==> config.mk <==
export PLATFORM = sky130hd
export DESIGN_NAME = load_store_unit
export DESIGN_NICKNAME = d
export VERILOG_FILES = /design/src/rtl/load_store_unit_pkg.sv /design/src/rtl/lsu_lane_align.sv /design/src/rtl/load_store_unit.sv
export SDC_FILE = /design/constraint.sdc
export NUM_CORES = 1
export LEC_CHECK = 0
export CAP_MARGIN = 20
export CORE_UTILIZATION = 35
export DETAILED_ROUTE_END_ITERATION = 8
export SYNTH_ARGS = -nofsm -noshare
export SYNTH_HDL_FRONTEND = slang
export SYNTH_SLANG_ARGS = --single-unit
==> constraint.sdc <==
create_clock -name CLK -period 5.5 [get_ports CLK]
set_clock_uncertainty 0.1 [all_clocks]
set_input_delay 0.825 -clock CLK [delete_from_list [all_inputs] [get_ports CLK]]
set_output_delay 0.825 -clock CLK [all_outputs]
set_load 0.02 [all_outputs]
==> src/rtl/load_store_unit_pkg.sv <==
// Shared encodings for the load/store unit: access sizes, FSM states, alignment helpers.
// Latency: none (package only).
// Backpressure: n/a.
package load_store_unit_pkg;

  // ReqSize encodings; 2'b11 is accepted and handled as a word access.
  localparam logic [1:0] SIZE_B = 2'b00;
  localparam logic [1:0] SIZE_H = 2'b01;
  localparam logic [1:0] SIZE_W = 2'b10;

  typedef enum logic [1:0] {
    ST_IDLE = 2'b00,
    ST_RD   = 2'b01,
    ST_WR   = 2'b10,
    ST_RESP = 2'b11
  } lsuStateT;

  // Both SIZE_W and the reserved 2'b11 code are word accesses.
  function automatic logic isWordSize(input logic [1:0] size);
    return size[1];
  endfunction

  // Natural-alignment violation: odd halfword address or non-zero word offset.
  function automatic logic isMisaligned(input logic [1:0] size, input logic [1:0] low);
    if (isWordSize(size)) return (low != 2'b00);
    if (size == SIZE_H)   return low[0];
    return 1'b0;
  endfunction

  // Force-align the low address bits to the access size.
  function automatic logic [1:0] alignLow(input logic [1:0] size, input logic [1:0] low);
    if (isWordSize(size)) return 2'b00;
    if (size == SIZE_H)   return {low[1], 1'b0};
    return low;
  endfunction

endpackage

==> src/rtl/lsu_lane_align.sv <==
// Lane steering for the load/store unit: load extraction/extension and store lane merge.
// Latency: purely combinational.
// Backpressure: none; outputs follow inputs.
// Ports: addrLow/size/isUnsigned select lanes; loadWord -> loadData (extended);
//        mergeWord + storeData -> mergeData (full word to write back).
module lsu_lane_align
  import load_store_unit_pkg::*;
(
  input  logic [1:0]  addrLow,
  input  logic [1:0]  size,
  input  logic        isUnsigned,
  input  logic [31:0] loadWord,
  input  logic [31:0] mergeWord,
  input  logic [31:0] storeData,
  output logic [31:0] loadData,
  output logic [31:0] mergeData
);

  logic [7:0]  byteSel;
  logic [15:0] halfSel;

  // Little-endian lanes: byte lane = addr[1:0], half lane = addr[1].
  assign byteSel = loadWord[{addrLow, 3'b000} +: 8];
  assign halfSel = loadWord[{addrLow[1], 4'b0000} +: 16];

  always_comb begin
    loadData = loadWord;
    case (size)
      SIZE_B:  loadData = {{24{~isUnsigned & byteSel[7]}}, byteSel};
      SIZE_H:  loadData = {{16{~isUnsigned & halfSel[15]}}, halfSel};
      default: loadData = loadWord;
    endcase
  end

  always_comb begin
    mergeData = mergeWord;
    case (size)
      SIZE_B:  mergeData[{addrLow, 3'b000} +: 8]    = storeData[7:0];
      SIZE_H:  mergeData[{addrLow[1], 4'b0000} +: 16] = storeData[15:0];
      default: mergeData = storeData;
    endcase
  end

endmodule

==> src/rtl/load_store_unit.sv <==
// MEM-stage load/store initiator: word-aligned memory accesses, RMW for sub-word stores, extended load data.
// Latency: load/word store respond 2 cycles after acceptance, sub-word store 3; +1 per cycle ReadReady is low.
// Backpressure: ReqReady is high only in IDLE; no response backpressure (RespValid is a 1-cycle pulse).
// Ports: Req* = pipeline request, Resp* = completion, Read*/Write* = DataMemory port.
// Option: define LSU_MISALIGN_EXC_EN to flag misaligned half/word accesses instead of force-aligning them.
module load_store_unit
  import load_store_unit_pkg::*;
(
  input  logic        CLK,
  input  logic        RSTn,
  input  logic        ReqValid,
  output logic        ReqReady,
  input  logic        ReqWrite,
  input  logic [1:0]  ReqSize,
  input  logic        ReqUnsigned,
  input  logic [31:0] ReqAddr,
  input  logic [31:0] ReqWData,
  output logic        RespValid,
  output logic [31:0] RespData,
  output logic        RespMisalign,
  output logic        ReadValid,
  output logic [31:0] ReadAddr,
  input  logic [31:0] ReadData,
  input  logic        ReadReady,
  output logic        WriteValid,
  output logic [31:0] WriteAddr,
  output logic [31:0] WriteData
);

  lsuStateT    state, nextState;
  logic [31:0] addrQ, wDataQ, rDataQ, respDataQ;
  logic [1:0]  sizeQ;
  logic        unsignedQ, writeQ;
  logic        accept, reqMisalign;
  logic [31:0] effAddr;
  logic [31:0] loadData, mergeData;

  assign accept = (state == ST_IDLE) && ReqValid;

`ifdef LSU_MISALIGN_EXC_EN
  logic misalignQ;
  // Misaligned requests never touch memory, so the raw address is kept.
  assign reqMisalign = isMisaligned(ReqSize, ReqAddr[1:0]);
  assign effAddr     = ReqAddr;
`else
  assign reqMisalign = 1'b0;
  assign effAddr     = {ReqAddr[31:2], alignLow(ReqSize, ReqAddr[1:0])};
`endif

  lsu_lane_align uLaneAlign (
    .addrLow    (addrQ[1:0]),
    .size       (sizeQ),
    .isUnsigned (unsignedQ),
    .loadWord   (ReadData),
    .mergeWord  (rDataQ),
    .storeData  (wDataQ),
    .loadData   (loadData),
    .mergeData  (mergeData)
  );

  // State register
  always_ff @(posedge CLK or negedge RSTn) begin
    if (!RSTn) state <= ST_IDLE;
    else       state <= nextState;
  end

  // Next-state logic
  always_comb begin
    nextState = state;
    case (state)
      ST_IDLE: begin
        if (ReqValid) begin
          if (reqMisalign)                          nextState = ST_RESP;
          else if (ReqWrite && isWordSize(ReqSize)) nextState = ST_WR;
          else                                      nextState = ST_RD;
        end
      end
      ST_RD:   if (ReadReady) nextState = writeQ ? ST_WR : ST_RESP;
      ST_WR:   nextState = ST_RESP;
      default: nextState = ST_IDLE;
    endcase
  end

  // Outputs decode from the state register, so an async reset drops strobes immediately.
  always_comb begin
    ReqReady   = (state == ST_IDLE);
    ReadValid  = (state == ST_RD);
    WriteValid = (state == ST_WR);
    RespValid  = (state == ST_RESP);
    ReadAddr   = ReadValid  ? {addrQ[31:2], 2'b00} : 32'd0;
    WriteAddr  = WriteValid ? {addrQ[31:2], 2'b00} : 32'd0;
    WriteData  = WriteValid ? mergeData : 32'd0;
    RespData   = respDataQ;
`ifdef LSU_MISALIGN_EXC_EN
    RespMisalign = RespValid && misalignQ;
`else
    RespMisalign = 1'b0;
`endif
  end

  // Request latch, read capture and registered response data.
  always_ff @(posedge CLK or negedge RSTn) begin
    if (!RSTn) begin
      addrQ     <= '0;
      wDataQ    <= '0;
      rDataQ    <= '0;
      respDataQ <= '0;
      sizeQ     <= SIZE_B;
      unsignedQ <= 1'b0;
      writeQ    <= 1'b0;
    end else begin
      if (accept) begin
        addrQ     <= effAddr;
        sizeQ     <= ReqSize;
        unsignedQ <= ReqUnsigned;
        wDataQ    <= ReqWData;
        writeQ    <= ReqWrite;
        if (reqMisalign) respDataQ <= '0;
      end
      if ((state == ST_RD) && ReadReady) begin
        rDataQ <= ReadData;
        if (!writeQ) respDataQ <= loadData;
      end
      if (state == ST_WR) respDataQ <= '0;
    end
  end

`ifdef LSU_MISALIGN_EXC_EN
  always_ff @(posedge CLK or negedge RSTn) begin
    if (!RSTn)       misalignQ <= 1'b0;
    else if (accept) misalignQ <= reqMisalign;
  end
`endif

endmodule

Word-level counts from Yosys, hierarchy flattened --
Cells that the tools add are included. Widths: inputs -> output; s select.
Word-level totals: register bits after elaboration 134, output and inout bits 133, word-level logic and storage cells 57
Operators by class: add/sub/neg operators 2, equal/unequal tests 8, bitwise logic cells 3, muxes and demuxes 22, shifts and indexed selects 6, reductions and logical operators 8
Operators with widths (number):
- $mux 32 | 6
- $pmux 32 s2 | 2
- $bwmux 32 | 2
- $shift 16x7->32 const A | 1
- $shift 8x7->32 const A | 1
- $shiftx 16x7->32 | 1
- $shiftx 32x6->16 | 1
- $shiftx 32x6->8 | 1
- $shiftx 8x7->32 | 1
- $mux 2 | 7
- $neg 5->7 | 2
- $eq 2x1->1 const B | 3
- $pmux 2 s3 | 1
- $eq 2x2->1 const B | 2
- $logic_not 2->1 | 2
- $mux 1 | 4
- $ne 2x2->1 const B | 2
- $reduce_and 2->1 | 2
- $logic_and 1x1->1 | 3
- $and 1x1->1 | 2
- $ne 2x1->1 const B | 1
- $reduce_bool 2->1 | 1
- $not 1->1 | 1

Depth between registers and ports, before layout --
Gate-level depths: netlist of the first run.
word-level depth 6, gate-level depth with buffers 9

Cells and area by module --
A second synthesis of the first run with hierarchy kept.
Unflattened totals: cell total of the unflattened synthesis 693, area total of the unflattened synthesis 7672.4 um^2
By module, submodules not included:
- load_store_unit | area an instance 5721.7 um^2, cells an instance 417, seq. area each 3353.2 um^2, times used 1
- lsu_lane_align | area an instance 1950.6 um^2, cells an instance 276, seq. area each 0.0 um^2, times used 1

Worst setup path before layout of the first run --
OpenSTA, ideal clock, no wires.
path kind register -> output, start reg addrQ[1], end out WriteData[16], arrival time 2.517 ns, stages on the path, launching flop included 10, slack 2.058 ns, buffers on the path 3, data required time 4.575 ns, path through dfrtp_1 > buf_2 > buf_2 > clkinv_1 > ha_1 > nor2_1 > and4_1 > clkbuf_1 > a221oi_1 > nor3_1
Between the ends: longest elaborated chain between the ends 5, elaborated cells on any way between the ends 10
RTL lines:
- start, declared | RTL line load_store_unit.sv:31 | logic [31:0] addrQ, wDataQ, rDataQ, respDataQ;
- start signal, assigned | RTL line load_store_unit.sv:113 | addrQ <= effAddr;
- $neg 5->7, on equally long branches | RTL line lsu_lane_align.sv:39, lsu_lane_align.sv:38
- $shiftx 16x7->32, or another cell as far along | RTL line lsu_lane_align.sv:39 | SIZE_H: mergeData[{addrLow[1], 4'b0000} +: 16] = storeData[15:0];
- $bwmux 32, on equally long branches | RTL line lsu_lane_align.sv:39, lsu_lane_align.sv:38
- $pmux 32 s2 (*) | RTL line lsu_lane_align.sv:37 | case (size)
- $mux 32 (*) | RTL line load_store_unit.sv:92 | WriteData = WriteValid ? mergeData : 32'd0;
- end, declared | RTL line load_store_unit.sv:27 | output logic [31:0] WriteData
Mark *: on every way between the ends. The rest lies on a longest branch, timed or not.

Worst setup path in the final report of the first run --
start reg state[0], end out WriteData[15]
Between the ends: longest elaborated chain between the ends 2
RTL lines:
- start, declared | RTL line load_store_unit.sv:30 | lsuStateT state, nextState;
- start signal, assigned | RTL line load_store_unit.sv:64 | else state <= nextState;
- $eq 2x2->1 | RTL line load_store_unit.sv:88 | WriteValid = (state == ST_WR);
- $mux 32 | RTL line load_store_unit.sv:92
Every way passes these cells.

==> results of run 1 <==
-- worst paths after layout --
kind | from | end | slack, ns | depth (start not counted)
setup / recovery | state[0] | WriteData[15] | 0.70 | 6
hold / removal | RSTn | RespData[20] | 0.38 | 1
setup reg to reg | state[1] | RespData[29] | 2.07 | 6
hold reg to reg | RespData[6] | RespData[6] | 0.39 | 2
max in group asynchronous | RSTn | addrQ[7] | 3.80 | 2
min in group CLK | RespData[6] | RespData[6] | 0.39 | 2
-- worst max-delay path, cell delays in order (launching register included) --
cell,delay [ns]
dfrtp_1,0.42
inv_1,0.09
ha_1,0.83
clkinv_1,0.62
or2_2,0.53
o22ai_1,0.29
clkdlybuf4s50_1,0.67
-- per-stage QoR --
stage | instance area [sq um] | total power, mW | instances | setup slack, ns | util
after detailed placement | 9650 | 5.39 | 1104 | 1.21 | 0.488
after CTS | 10200 | 6.53 | 1136 | 0.749 | 0.517
final | 10300 | 6.54 | 1139 | 0.703 | 0.519
after global placement | 9650 | 5.32 | 1104 | 1.34 | 0.488
after floorplan | 7180 | 3.97 | 655 | 2.06 | -
after global routing | 10300 | 6.91 | 1138 | 0.473 | 0.519
-- power groups by stage --
stage          registers (mW)  clock network (mW)  logic, mW
3_5_place_dp             1.98                   0       3.40
2_1_floorplan            1.87                   0       2.10
3_3_place_gp             1.97                   0       3.35
5_1_grt                  2.03                1.17       3.71
6_report                 1.96                1.11       3.47
4_1_cts                  1.97                1.13       3.42
-- per-layer routing --
layer,GRT usage,part of all wire,vias to the layer above
li1,-,-,2827
met1,0.295,0.42,3080
met2,0.370,0.49,268
met3,0.0522,0.069,26
met4,0.0654,0.016,2
met5,0,0.00051,-
-- cell families (layout without fill, tap and decap cells) --
group / Yosys count / after routing / synth area share
AOI/OAI and AO/OA: 174 / 174 / 0.182
and+or+nand+nor: 143 / 143 / 0.111
adders and majority gates: 9 / 9 / 0.0157
buffers and inverters: 75 / 293 / 0.0440
DFF: 134 / 134 / 0.468
muxes: 115 / 115 / 0.179
other: 1 / 6 / 0.000524
-- sequential cells by signal (all words and copies together), names as in the netlist --
signal,count
wDataQ,32
rDataQ,32
writeQ,1
unsignedQ,1
RespData,32
state,2
addrQ,32
sizeQ,2
-- final cells by class --
cell class	count	area, sq um
Tap cell	265	332
Multi-Input combinational cell	446	3520
Fill cell	1785	9510
Sequential cell	134	3350
Inverter	20	75.1
Clock inverter	14	156
Antenna cell	1	2.50
Timing Repair Buffer	241	2410
Clock buffer	18	429
-- cells in the final DEF, fill, tap and decap left out, types with 3 or more instances in the layout --
cell type	instances
a21oi_1	24
a221o_1	15
a221o_2	9
a221oi_1	17
a222oi_1	7
a22o_1	17
a22oi_1	8
a31oi_1	3
a32o_1	8
and2_1	60
and4_1	3
buf_4	9
clkbuf_16	17
clkdlybuf4s50_1	230
clkinv_4	7
clkinvlp_4	4
conb_1	5
dfrtp_1	134
ha_1	9
inv_1	18
mux2_2	106
mux2i_1	9
nand2_1	37
nor2_1	5
nor2b_1	18
nor3_1	9
o21ai_0	33
o22ai_1	25
==> flow_summary.ini, run 1 <==
[finish]
drive_above_1_share = 0.188
area_growth_pct = 43.5
layout.nets = 973

[placed_design]
hpwl_microns = 17100
port_buffers = 231
place_congestion = 0.867

[timing]
drv_slew = 0
fmax_mhz = 208
hold_violations = 0
timing.slew.headroom = 0.322
setup_tns_ns = 0
final-setup-viol-count = 0
whs_ns = 0.379
period_needed_ns = 4.80
tightest_slew_ns = 1.02
finalCritPeriodShare = 0.872
rsz0062_at_grt = false

[clocking]
htreeDepth = 4
cts_tree = done
clock-root-buffer = clkbuf_16
cts_hold_buffers = 0
cts_resized = 0
clk_pin_slew_ns = 0.06
clk_path_buf_depth = 2
post_cts_buffers = 0
cts_buffers = 17
clock-sinks = 134
worstSkewPairLatency_ns = 0.41

[power]
switching_power_mw = 2.69
max-vdd-ir-drop_mv = 0.281
p_per_area_nw_per_um2 = 636
combPwrFrac = 0.531
pwr-share-clk = 0.170
swShare = 0.411
seq_power_share = 0.299
p_int_mw = 3.85
p_leak_nw = 4.17

[global_routing]
grt_max_degree = 90
antenna_found_initial = 1
overflow = 0
grt_pass1_wl_microns = 36600
grt_pass1_vias = 6393
grt_use_total = 0.226

[yosys]
synth.top_cell.area_share = 0.468
syn_avg_cell_area_sq_um = 11.0
yosysMostFrequentCell = dfrtp_1
yosysWarnings = 0
synth_area_leader_cell = dfrtp_1
synth_cells = 651
synthTopCellsByCount = dfrtp_1 (134), mux2_2 (106), and2_1 (60)
synth-seq-cells = 134
synthTopCellsByArea = dfrtp_1 (47%), mux2_2 (17%), and2_1 (5.2%), o21ai_0 (2.3%), o22ai_1 (2.2%)
syn_area_sq_um = 7160
synth_edf_count = 0
synth_cell_types = 42
async_flop_share = 1.00
synthFlopType = dfrtp_1
ys_seq_area_frac = 0.468

[drt]
postRouteAntennaNets = 0
drt_iter0_markers = 450
avgRoutedWirePerCell_microns = 20.6
post_drt_via_cell_ratio = 5.45
route.vias.total = 6203
drt_wl_total_microns = 23400
drcViolationCount = 0
first_pass_iters = 7

[floorplanning]
die_w_microns = 145
num_io_pins = 237
rows = 51
coreArea_sq_um = 19800
dieHeight_microns = 145
initial_core_util = 0.362
die-area_sq_um = 21000

[setup_path]
crit_path_max_fanout = 35
crit_type = flop to output port
cp_data_arrival_time_ns = 3.87
end_kind = output port
required_ns = 4.58
worstSetupStartpointType = flop

[run]
maxCapViolCount = 0

[status]
status = completed

[min_path]
min-delay-path-class = input pin to async pin
(Power assumes the default switching activity.)
==> inputs of run 2 (changes only) <==
--- a/config.mk
+++ b/config.mk
@@ -5,6 +5,7 @@
 export SDC_FILE = /design/constraint.sdc
 export NUM_CORES = 1
 export LEC_CHECK = 0
+export ABC_CLOCK_PERIOD_IN_PS = 5600
 export CAP_MARGIN = 20
 export CORE_UTILIZATION = 35
 export DETAILED_ROUTE_END_ITERATION = 8
==> constraint.sdc (replaced) <==
create_clock -name CLK -period 5.6 [get_ports CLK]
set_clock_uncertainty 0.1 [all_clocks]
set_input_delay 0.84 -clock CLK [delete_from_list [all_inputs] [get_ports CLK]]
set_output_delay 0.84 -clock CLK [all_outputs]
set_load 0.02 [all_outputs]
==> run 2 against run 1 <==
Net effect: sequential cell count stayed put; sequential share of layout area decreased by 0.20 points; critical path type unchanged; setup slack gained 0.68 ns; final area is 0.62% higher; die area unchanged; critical endpoint is now WriteData[7].
==> flow_summary.ini, run 2 (same netlist as run 1, synthesis figures left out) <==
[timing]
drv_slew = 0
fmax_mhz = 237
timing.slew.headroom = 0.327
rsz0062_at_grt = false
hold_violations = 0
tightest_slew_ns = 1.01
period_needed_ns = 4.22
setup_tns_ns = 0
final-setup-viol-count = 0
finalCritPeriodShare = 0.753

[placed_design]
dp.cells = 1104
port_buffers = 231
place_congestion = 0.899
hpwl_microns = 16900

[setup_path]
critical_path.cell_chain = clkinv_1 > ha_1 > inv_1 > a41o_1 > nand2_1 > a221oi_1 > clkdlybuf4s50_1
r2r-start = state[1]
cp_data_arrival_time_ns = 3.28
end_kind = output port
startpoint = addrQ[1]
rrSetupSlack_ns = 2.23
reg2reg_depth = 8
worstSetupStartpointType = flop
crit_type = flop to output port
rr_endpoint = RespData[22]
crit_path_max_fanout = 11
critical-path-slowest-cell = clkdlybuf4s50_1
required_ns = 4.66
cpPeakStageDelay_ns = 0.71
worstSetupEndpoint = WriteData[7]

[global_routing]
grt_max_degree = 104
overflow = 0
grt_pass1_wl_microns = 36400
grt_pass1_vias = 6421
antenna_found_initial = 2
grt_use_total = 0.224

[drt]
post_drt_via_cell_ratio = 5.44
route.vias.total = 6211
postRouteAntennaNets = 0
wl_met1_microns = 9770
drt_iter0_markers = 380
first_pass_iters = 5
avgRoutedWirePerCell_microns = 20.4
drt_wl_total_microns = 23200
met3_length_microns = 1410
drcViolationCount = 0
topRoutingLayerUsed = met5
dr_wl_met2_microns = 11600

[floorplanning]
rows = 51
coreArea_sq_um = 19800
die_w_microns = 145
initial_core_util = 0.362
dieHeight_microns = 145
die-area_sq_um = 21000
num_io_pins = 237

[power]
max-vdd-ir-drop_mv = 0.299
p_per_area_nw_per_um2 = 628
p_leak_nw = 4.20

[clocking]
cts_hold_buffers = 0
clk_pin_slew_ns = 0.06
htreeDepth = 4
cts_buffers = 17
clock-sinks = 134
post_cts_buffers = 0
cts_resized = 0
clk_path_buf_depth = 2
worstSkewPairLatency_ns = 0.41
cts_tree = done
clock-root-buffer = clkbuf_16

[run]
maxCapViolCount = 0

[finish]
drive_above_1_share = 0.190
layout.nets = 975
fill_cells = 1767
area_growth_pct = 44.3
final_cell_mix = clkdlybuf4s50_1 (230), dfrtp_1 (134), mux2_2 (106)
final_common_cell = clkdlybuf4s50_1
fin_cells = 1141

[min_path]
min-delay-path-class = flop to flop

[status]
status = completed
-- run 2: cell types whose count changed in the layout (fill, tap and decap cells not counted) --
cell	before	now
clkinv_2	1	2
bufinv_16	2	3
buf_16	1	2
buf_4	9	8
clkinv_4	7	2
buf_8	0	1
inv_6	0	3
buf_6	1	2
-- run 2: layout make-up --
| cell class | count | area, sq um | area share |
|---|---|---|---|
| Tap cell | 265 | 332 | 0.0321 |
| Clock inverter | 14 | 174 | 0.0168 |
| Sequential cell | 134 | 3350 | 0.324 |
| Inverter | 20 | 75.1 | 0.00726 |
| Timing Repair Buffer | 243 | 2450 | 0.238 |
| Clock buffer | 18 | 429 | 0.0415 |
| Antenna cell | 1 | 2.50 | 0.000242 |
| Multi-Input combinational cell | 446 | 3520 | 0.340 |
-- run 2: through the flow --
step                      power [mW]  utilization  instance area [sq um]  hold WS [ns]  setup WS, ns
after floorplan                 3.89            -                   7180         0.365          2.14
after global placement          5.19        0.488                   9650         0.365          1.64
after detailed placement        5.28        0.488                   9650         0.372          1.52
after CTS                       6.44        0.518                  10300         0.385          1.07
after global routing            6.86        0.522                  10300         0.405          1.25
final                           6.49        0.523                  10300         0.389          1.38
-- run 2: how the worst min path moves through the flow --
stage / start / to / slack [ns] / cells past startpoint
2_1_floorplan: rDataQ[10] / rDataQ[10] / 0.36 / 2
3_3_place_gp: RespData[7] / RespData[7] / 0.37 / 1
3_5_place_dp: RespData[7] / RespData[7] / 0.37 / 1
4_1_cts: RespData[7] / RespData[7] / 0.39 / 1
5_1_grt: RespData[7] / RespData[7] / 0.40 / 1
6_report: RespData[7] / RespData[7] / 0.39 / 1
-- run 2: worst max-delay path, delay by kind of cell (launching register included) --
kind | cells | cell delay, ns
buf+inv | 3 | 1.08
compound gates | 2 | 0.90
fa+ha+maj | 1 | 0.43
flops | 1 | 0.36
simple gates | 1 | 0.09
-- run 2: report_power, final --
part / internal, mW / switching (mW)
sequential: 1.45 / 0.468
combinational: 1.70 / 1.74
clock: 0.703 / 0.434
total: 3.85 / 2.64
-- run 2: metal layers --
layer / track usage / vias up
li1: - / 2826
met1: 0.288 / 3081
met2: 0.376 / 263
met3: 0.0513 / 39
met4: 0.0633 / 2
met5: 0 / -
